<file path="config.mk">
export PLATFORM = sky130hd
export DESIGN_NAME = mem_port_arbiter
export DESIGN_NICKNAME = d
export VERILOG_FILES = /design/src/rtl/mem_port_arbiter_pkg.sv /design/src/rtl/mem_order_fifo.sv /design/src/rtl/mem_port_arbiter.sv
export SDC_FILE = /design/constraint.sdc
export NUM_CORES = 1
export LEC_CHECK = 0
export BUFFER_PORTS_ARGS = -buffer_cell sky130_fd_sc_hd__buf_2
export CORE_AREA = 2 2 123 125
export CTS_CLUSTER_DIAMETER = 50
export DETAILED_ROUTE_END_ITERATION = 10
export DIE_AREA = 0 0 125 127
export PLACE_DENSITY_LB_ADDON = 0.1
export REMOVE_ABC_BUFFERS = 1
export SYNTH_ARGS = -nofsm -noshare
export SYNTH_HDL_FRONTEND = slang
export SYNTH_SLANG_ARGS = --single-unit
</file>
<file path="constraint.sdc">
create_clock -name clk -period 2.89 [get_ports clk]
set_input_delay 0.289 -clock clk [delete_from_list [all_inputs] [get_ports clk]]
set_output_delay 0.289 -clock clk [all_outputs]
set_load 0.01 [all_outputs]
</file>
<file path="src/rtl/mem_port_arbiter_pkg.sv">
// Shared types for the memory port arbiter: arbitration states, owner ids,
// sram-like size codes and the request payload bundle.
package mem_port_arbiter_pkg;

  typedef enum logic [1:0] {
    IDLE   = 2'd0,
    HOLD_I = 2'd1,
    HOLD_D = 2'd2
  } arb_state_e;

  localparam logic OWNER_INST = 1'b0;
  localparam logic OWNER_DATA = 1'b1;

  localparam logic [1:0] SIZE_BYTE = 2'b00;
  localparam logic [1:0] SIZE_HALF = 2'b01;
  localparam logic [1:0] SIZE_WORD = 2'b10;

  typedef struct packed {
    logic        wr;
    logic [1:0]  size;
    logic [3:0]  wstrb;
    logic [31:0] addr;
    logic [31:0] wdata;
  } sram_req_t;

endpackage

</file>
<file path="src/rtl/mem_order_fifo.sv">
// Order FIFO: remembers which requester owns each accepted, not yet answered
// downstream request so responses can be routed back in request order.
module mem_order_fifo #(
  parameter int DEPTH = 4
) (
  input  logic clk,
  input  logic reset,
  input  logic push_i,
  input  logic pop_i,
  input  logic din_i,
  output logic full_o,
  output logic empty_o,
  output logic head_o
);

  localparam int PW = (DEPTH > 1) ? $clog2(DEPTH) : 1;
  localparam logic [PW:0] FULL_CNT = (PW + 1)'(DEPTH);

  logic [DEPTH-1:0] id_q;
  logic [PW-1:0]    wr_ptr_q;
  logic [PW-1:0]    rd_ptr_q;
  logic [PW:0]      count_q;
  logic             do_push;
  logic             do_pop;

  assign full_o  = (count_q == FULL_CNT);
  assign empty_o = (count_q == '0);
  assign head_o  = id_q[rd_ptr_q];
  assign do_pop  = pop_i & ~empty_o;
  assign do_push = push_i & (~full_o | do_pop);

  // NOTE: entry storage is not reset; pointers and count alone decide which
  // entries are valid, so a stale id is never observed.
  always_ff @(posedge clk) begin
    if (do_push) id_q[wr_ptr_q] <= din_i;
  end

  // NOTE: state registers use non-blocking assignments so every flop samples
  // the pre-edge values regardless of statement order.
  always_ff @(posedge clk) begin
    if (reset) begin
      wr_ptr_q <= '0;
      rd_ptr_q <= '0;
      count_q  <= '0;
    end else begin
      if (do_push) wr_ptr_q <= wr_ptr_q + 1'b1;
      if (do_pop)  rd_ptr_q <= rd_ptr_q + 1'b1;
      case ({do_push, do_pop})
        2'b10:   count_q <= count_q + 1'b1;
        2'b01:   count_q <= count_q - 1'b1;
        default: count_q <= count_q;
      endcase
    end
  end

endmodule

</file>
<file path="src/rtl/mem_port_arbiter.sv">
// Two-requester sram-like memory port arbiter: merges fetch and execute
// requests onto one downstream port and routes in-order responses back.
module mem_port_arbiter
  import mem_port_arbiter_pkg::*;
#(
  parameter int DEPTH      = 4,
  parameter int STARVE_MAX = 4
) (
  input  logic        clk,
  input  logic        reset,
  input  logic        inst_req,
  input  logic        inst_wr,
  input  logic [1:0]  inst_size,
  input  logic [3:0]  inst_wstrb,
  input  logic [31:0] inst_addr,
  input  logic [31:0] inst_wdata,
  output logic        inst_addr_ok,
  output logic        inst_data_ok,
  output logic [31:0] inst_rdata,
  input  logic        data_req,
  input  logic        data_wr,
  input  logic [1:0]  data_size,
  input  logic [3:0]  data_wstrb,
  input  logic [31:0] data_addr,
  input  logic [31:0] data_wdata,
  output logic        data_addr_ok,
  output logic        data_data_ok,
  output logic [31:0] data_rdata,
  output logic        mem_req,
  output logic        mem_wr,
  output logic [1:0]  mem_size,
  output logic [3:0]  mem_wstrb,
  output logic [31:0] mem_addr,
  output logic [31:0] mem_wdata,
  input  logic        mem_addr_ok,
  input  logic        mem_data_ok,
  input  logic [31:0] mem_rdata,
  output logic        resp_err
);

  localparam int SW = (STARVE_MAX > 0) ? $clog2(STARVE_MAX + 1) : 1;
  localparam logic [SW-1:0] STARVE_LIMIT = SW'(STARVE_MAX);

  arb_state_e    state_q, state_d;
  logic [SW-1:0] starve_q, starve_d;
  logic          resp_err_q, resp_err_d;
  logic [31:0]   inst_rdata_q, inst_rdata_d;
  logic [31:0]   data_rdata_q, data_rdata_d;

  sram_req_t inst_pl, data_pl, mem_pl;
  logic      owner, req_vld, handshake;
  logic      grant_ok, starve_hit, pop, inst_pop, data_pop;
  logic      fifo_full, fifo_empty, fifo_head;

  assign inst_pl    = {inst_wr, inst_size, inst_wstrb, inst_addr, inst_wdata};
  assign data_pl    = {data_wr, data_size, data_wstrb, data_addr, data_wdata};
  assign pop        = mem_data_ok & ~fifo_empty & ~reset;
  assign grant_ok   = ~fifo_full | pop;
  assign starve_hit = inst_req & (starve_q >= STARVE_LIMIT);

  // NOTE: every always_comb output gets a default first so no path can leave
  // it unassigned and infer a latch.
  always_comb begin
    state_d = state_q;
    owner   = OWNER_DATA;
    req_vld = 1'b0;
    unique case (state_q)
      IDLE: begin
        if (grant_ok && (inst_req || data_req)) begin
          owner   = (data_req && !starve_hit) ? OWNER_DATA : OWNER_INST;
          req_vld = 1'b1;
          if (!mem_addr_ok) state_d = (owner == OWNER_DATA) ? HOLD_D : HOLD_I;
        end
      end
      HOLD_I: begin
        owner   = OWNER_INST;
        req_vld = inst_req;
        if (mem_addr_ok || !inst_req) state_d = IDLE;
      end
      HOLD_D: begin
        owner   = OWNER_DATA;
        req_vld = data_req;
        if (mem_addr_ok || !data_req) state_d = IDLE;
      end
      default: state_d = IDLE;
    endcase
    if (reset) req_vld = 1'b0;
  end

  assign handshake = req_vld & mem_addr_ok;
  assign inst_pop  = pop & (fifo_head == OWNER_INST);
  assign data_pop  = pop & (fifo_head == OWNER_DATA);

  always_comb begin
    starve_d = starve_q;
    if (!inst_req || (handshake && owner == OWNER_INST)) begin
      starve_d = '0;
    end else if (handshake && starve_q != STARVE_LIMIT) begin
      starve_d = starve_q + 1'b1;
    end
    resp_err_d   = resp_err_q | (mem_data_ok & fifo_empty);
    inst_rdata_d = inst_pop ? mem_rdata : inst_rdata_q;
    data_rdata_d = data_pop ? mem_rdata : data_rdata_q;
  end

  always_ff @(posedge clk) begin
    if (reset) begin
      state_q      <= IDLE;
      starve_q     <= '0;
      resp_err_q   <= 1'b0;
      inst_rdata_q <= '0;
      data_rdata_q <= '0;
    end else begin
      state_q      <= state_d;
      starve_q     <= starve_d;
      resp_err_q   <= resp_err_d;
      inst_rdata_q <= inst_rdata_d;
      data_rdata_q <= data_rdata_d;
    end
  end

  mem_order_fifo #(
    .DEPTH(DEPTH)
  ) u_order_fifo (
    .clk     (clk),
    .reset   (reset),
    .push_i  (handshake),
    .pop_i   (pop),
    .din_i   (owner),
    .full_o  (fifo_full),
    .empty_o (fifo_empty),
    .head_o  (fifo_head)
  );

  // Response data bypasses the holding registers so it reaches the client in
  // the same cycle as mem_data_ok.
  assign mem_pl = req_vld ? ((owner == OWNER_DATA) ? data_pl : inst_pl) : '0;
  assign {mem_wr, mem_size, mem_wstrb, mem_addr, mem_wdata} = mem_pl;
  assign mem_req      = req_vld;
  assign inst_addr_ok = handshake & (owner == OWNER_INST);
  assign data_addr_ok = handshake & (owner == OWNER_DATA);
  assign inst_data_ok = inst_pop;
  assign data_data_ok = data_pop;
  assign inst_rdata   = reset ? '0 : inst_rdata_d;
  assign data_rdata   = reset ? '0 : data_rdata_d;
  assign resp_err     = resp_err_q & ~reset;

endmodule

</file>
==> metrics.txt, run 1 <==
status=complete, no violations; asr flop ratio synth=0; WL per Instance=17.0 um; WL final=18,900 um; die area=15,900 sq um; VDD IR max=252 uV; Hold Crit Depth=2; die width=125 um; Synth Cell Area=4350 sq um; final setup vio count=0; H-tree levels=3; Worst setup EP type=output pin; max cap viols=0; ANT nets after route=0; post-layout min period=2740 ps; critical-path cell list=mux4_2 -> or3_1 -> inv_8 -> nand2_1 -> a21oi_1 -> buf_2; initial antenna violation count=9; PortBufs=320; vias in the first global route=4,587; Chip Height=127 um; WP data arrival=2450 ps; Hold Crit Endpoint=state_q[0]$_SDFFE_PP0P_; power density over the cells=490 nW/um^2; total CTS buffers=9; vias post-DR=5,079; syn avg cell area=7.00 sq um; register area share after synthesis=0.382; Starting Density=0.302; R2R setup slack=490 ps; worst reg2reg path depth=10; Top FF cell, synth=dfxtp_1; Slew HR=0.404; post-synth top area share=0.354; Layout area overhead=47.3%; leakage=0.00312 uW; worst flop-to-flop path endpoint=u_order_fifo.count_q[2]$_SDFFE_PP0P_; Initial DRC Count=354; Data required, critical path=2600 ps; Ys Warns=0; DRT Pass-1 Iters=5; Setup Buffers After CTS=0; leading area contributor after synthesis=dfxtp_1; RSZ-0062 raised after global routing=false; most numerous cell in the Yosys netlist=nand2_1; first-pass GRT wire length=27,500 um; top area cells in the synthesized netlist=dfxtp_1 (35%), nand2_1 (21%), a21oi_1 (13%); slowest stage cell, crit path=mux4_2; clk_skew=5.59 ps; global route overflow=0; Nets=1,103; Hold Startpoint=mem_addr_ok; clock root buffer master=clkbuf_16; CTS tree=done; FF-to-FF Start=u_order_fifo.count_q[2]$_SDFFE_PP0P_; Skew-Pair Late Insertion Delay=340 ps; crit path kind=flop to output pin; Syn Inst Count=622; fmax=365 MHz; Cell Rows=44; cts hold-fix bufs=0; Power Total=3140 uW; largest net degree at the start of global routing=75; fin. max-slew vios=0; critical path startpoint category=flop; CP max FO=33; Worst Hold Class=input port to flop; delay-heaviest family, CP=multiplexers; max incr delay on CP=560 ps; CTS max path bufs=2; Synth top cells by count=nand2_1 (248), a21oi_1 (113), dfxtp_1 (77); gpl congestion=0.880; CP bufs+invs=2; post-synth cell types=39; Clock transition at path regs=60 ps; setup total negative slack=0 ps; Final period util=0.947; IO Count=321; Yosys reg bits=81; share of cells above drive strength 1=0.442; number of clock sinks=81; Remaining DRCs=0; final hold violation count=0; measured slew at the worst slew-check pin=895 ps; core box area=14,400 sq um; Post-DP HPWL=14,600 um; Post-synth EDFFs=4; Vias/cell=4.57; post-CTS sizing=0; Overall Global Routing Usage=0.226
==> worst register-to-register path, cell delays in order (launching register included) <==
cell and delay (ps):
dfxtp_1 350, nor3b_1 270, nand2_1 160, and3_1 260, inv_1 80, ha_1 170, inv_1 60, fa_1 370
xor2_1 160, or3_1 300, a21oi_1 140
==> power breakdown <==
group,internal [uW],switching [uW],total (uW)
logic,257,396,653
clock network,862,457,1320
registers,1160,14.0,1170
total,2280,867,3140
==> layout make-up <==
type,instances,area (sq um)
multi-input combinational,479,2380
clock buffer,13,283
tap,184,230
sequential,81,1660
timing repair buffer,330,1710
antenna,7,17.5
clock inverter,3,67.6
inverter,14,61.3
fill,1563,8010
==> registers in the layout, indices dropped and copies added (netlist names) <==
| register | flops |
|---|---|
| data_rdata_q | 32 |
| inst_rdata_q | 32 |
| u_order_fifo.count_q | 3 |
| u_order_fifo.rd_ptr_q | 2 |
| state_q | 2 |
| u_order_fifo.id_q | 4 |
| resp_err_q | 1 |
| u_order_fifo.wr_ptr_q | 2 |
| starve_q | 3 |
==> layer usage <==
layer  wire length [um]  part of all wire  vias up  GRT usage
met4                545             0.029        4     0.0935
met5                 27            0.0014        -          0
met3               1760             0.093       26     0.0821
li1                   -                 -     2609          -
met2               8450              0.45      215      0.337
met1               8130              0.43     2225      0.297
==> cells by family after synthesis <==
kind of cell	Yosys count	synth area share
AND/OR/NAND/NOR	314	0.301
XOR/XNOR	5	0.0101
buffers and inverters	62	0.0724
adder cells (fa/ha/maj)	8	0.0247
flip-flops	81	0.382
AO/OA/AOI/OAI	150	0.202
multiplexers	2	0.00747
==> stage by stage <==
stage	hold WS, ps	area (sq um)	util	worst slack [ps]	instances
after CTS	144	6390	0.443	94.5	1104
after global placement	447	6040	0.419	471	1088
after global routing	149	6400	0.444	21.4	1108
after floorplan	358	4100	-	214	574
final	155	6410	0.445	153	1111
after detailed placement	451	6040	0.419	465	1088
==> cells in the final DEF, fill, tap and decap left out, types with 2 or more instances in the layout <==
cell type	Yosys	layout
clkbuf_16	0	11
a21oi_1	113	113
xnor2_1	2	2
buf_4	0	7
edfxtp_1	4	4
buf_12	3	3
nand2_1	248	248
buf_2	15	320
nand2_2	29	29
nand3b_1	2	2
ha_1	7	7
diode_2	0	7
bufinv_16	0	2
xor2_1	3	3
dfxtp_1	77	77
nor3_1	2	2
nand2b_1	5	5
inv_1	11	11
nor2b_1	2	2
a31oi_1	2	2
and2_1	4	4
nor2_1	12	12
or3_1	3	3
clkbuf_1	28	2
nand3_1	2	2
nor4_1	2	2
a21oi_2	29	29
==> worst max path at each step <==
stage | endpoint | from | cells after the start | slack (ps)
3_5_place_dp | u_order_fifo.count_q[2]$_SDFFE_PP0P_ | reset | 11 | 470
2_1_floorplan | mem_addr[0] | state_q[1]$_SDFFE_PP0P_ | 4 | 210
4_1_cts | mem_addr[6] | u_order_fifo.count_q[2]$_SDFFE_PP0P_ | 8 | 90
6_report | inst_rdata[29] | u_order_fifo.rd_ptr_q[0]$_SDFFE_PP0P_ | 6 | 150
3_3_place_gp | data_rdata[31] | reset | 8 | 470
5_1_grt | mem_addr[6] | u_order_fifo.count_q[0]$_SDFFE_PP0P_ | 8 | 20
Power figures use the tool's default switching activity.
==> inputs of run 2 (changes only) <==
PLACE_DENSITY = 0.64   (was default)
PLACE_DENSITY_LB_ADDON = default   (was 0.1)
==> metrics.txt, run 2 (synthesis results as in run 1) <==
status=complete, no violations; power density over the cells=469 nW/um^2 (-4.2%); Skew-Pair Late Insertion Delay=330 ps (about the same); max cap viols=0 (unchanged); Chip Height=127 um (unchanged); Hold Crit Endpoint=state_q[0]$_SDFFE_PP0P_; Vias/cell=4.71 (+3.0%); FF-to-FF Start=u_order_fifo.count_q[2]$_SDFFE_PP0P_; largest net degree at the start of global routing=75 (unchanged); final hold violation count=0 (unchanged); cts hold-fix bufs=0 (unchanged); fmax=369 MHz (+1.0%); Final period util=0.938 (-0.00967); number of clock sinks=81 (unchanged); Data required, critical path=2600 ps (about the same); measured slew at the worst slew-check pin=929 ps (+34.0 ps); fin area=6320 sq um (-1.4%); DRT Pass-1 Iters=5 (unchanged); Placed Area=6010 sq um (-0.58%); Remaining DRCs=0 (unchanged); Cell Rows=44 (unchanged); initial antenna violation count=6 (-3); Slew HR=0.381 (-0.0226); clk_skew=8.06 ps (+2.47 ps); post-layout min period=2710 ps (-28.0 ps); VDD IR max=249 uV (-1.2%); clock root buffer master=clkbuf_16; CTS tree=done; H-tree levels=3 (unchanged); Largest regs=data_rdata_q: 32 flops, inst_rdata_q: 32 flops, u_order_fifo.id_q: 4 flops; RSZ-0062 raised after global routing=false; leakage=0.00309 uW (-1.1%); die width=125 um (unchanged); Worst Hold Class=input port to flop; WP data arrival=2420 ps (-30 ps); crit path kind=flop to output pin; CTS max path bufs=2 (unchanged); Post-DP HPWL=13,200 um (-9.4%); Layout area overhead=45.2%; commonest non-fill, non-tap cell in the layout=buf_2; Worst setup EP type=output pin; setup total negative slack=0 ps (unchanged); worst reg2reg path depth=10 (unchanged); core box area=14,400 sq um (unchanged); final worst setup slack=181 ps (+28.0 ps); final core utilization=0.438 (-0.00625); share of cells above drive strength 1=0.441 (-0.00182); Initial DRC Count=355 (+0.28%); vias post-DR=5,194 (+2.3%); Hold Crit Depth=2 (unchanged); Overall Global Routing Usage=0.206 (-0.0204); global route overflow=0 (unchanged); critical path startpoint category=flop; final setup vio count=0 (unchanged); R2R setup slack=520 ps (+30 ps); vias in the first global route=4,828 (+5.3%); PortBufs=320 (unchanged); WL final=17,100 um (-9.5%); gpl congestion=0.929 (+5.5%); die area=15,900 sq um (unchanged); worst flop-to-flop path endpoint=u_order_fifo.count_q[2]$_SDFFE_PP0P_; Clock transition at path regs=60 ps (about the same); worst slack at placement=448 ps (-16.9 ps); Starting Density=0.302 (unchanged); fin. max-slew vios=0 (unchanged); CP max FO=33 (unchanged); Nets=1,100 (-0.27%); total CTS buffers=9 (unchanged); ANT nets after route=0 (unchanged); IO Count=321 (unchanged); commonest non-fill, non-tap cells in the layout=buf_2 (320), nand2_1 (248), a21oi_1 (113); WL per Instance=15.5 um (-8.9%); Hold Startpoint=mem_addr_ok; first-pass GRT wire length=26,100 um (-5.2%)
run 2: where the power goes:
group | internal [uW] | total [uW] | switching [uW]
Sequential | 1160 | 1170 | 14.5
Combinational | 250 | 625 | 375
Clock | 722 | 1170 | 449
Total | 2130 | 2970 | 839
run 2: per-layer routing:
| layer | vias up | global-route usage | wire length, um |
|---|---|---|---|
| met3 | 28 | 0.0733 | 1660 |
| met2 | 250 | 0.331 | 7830 |
| li1 | 2597 | - | - |
| met1 | 2311 | 0.261 | 7260 |
| met4 | 8 | 0.0601 | 318 |
| met5 | - | 0 | 57 |
run 2: how the worst max path moves through the flow:
stage	startpoint	endpoint	slack, ps	cells after the start
2_1_floorplan	state_q[1]$_SDFFE_PP0P_	mem_addr[0]	210	4
3_3_place_gp	u_order_fifo.rd_ptr_q[0]$_SDFFE_PP0P_	inst_rdata[30]	530	6
3_5_place_dp	reset	u_order_fifo.count_q[2]$_SDFFE_PP0P_	450	11
4_1_cts	u_order_fifo.count_q[2]$_SDFFE_PP0P_	mem_addr[4]	150	8
5_1_grt	u_order_fifo.rd_ptr_q[0]$_SDFFE_PP0P_	inst_rdata[29]	10	6
6_report	u_order_fifo.rd_ptr_q[0]$_SDFFE_PP0P_	inst_rdata[30]	180	6
run 2: critical path, cell delays in order (launching register included):
cell     delay [ps]
dfxtp_1         380
mux4_2          530
or3_1           420
inv_8           270
nand2_1          90
a21oi_1         190
buf_2           180
run 2: layout make-up:
class,count,area (sq um)
clock inverters,3,47.5
diodes,2,5.00
multi-input cells,479,2380
well taps,184,230
repair buffers,327,1680
flip-flops and latches,81,1660
fillers,1550,8100
inverters,14,61.3
clock buffers,13,260
run 2: repair_timing:
action,in CTS,in global routing
setup endpoints to repair,0,7
gates resized for setup,0,1
setup buffers,0,0
run 2: metrics by stage:
stage / hold slack, ps / instances / power, uW
finish: 150 / 1103 / 2970
global route: 150 / 1101 / 3120
CTS: 136 / 1101 / 3000
floorplan: 358 / 574 / 1480
global placement: 444 / 1085 / 1820
detailed placement: 450 / 1085 / 1820
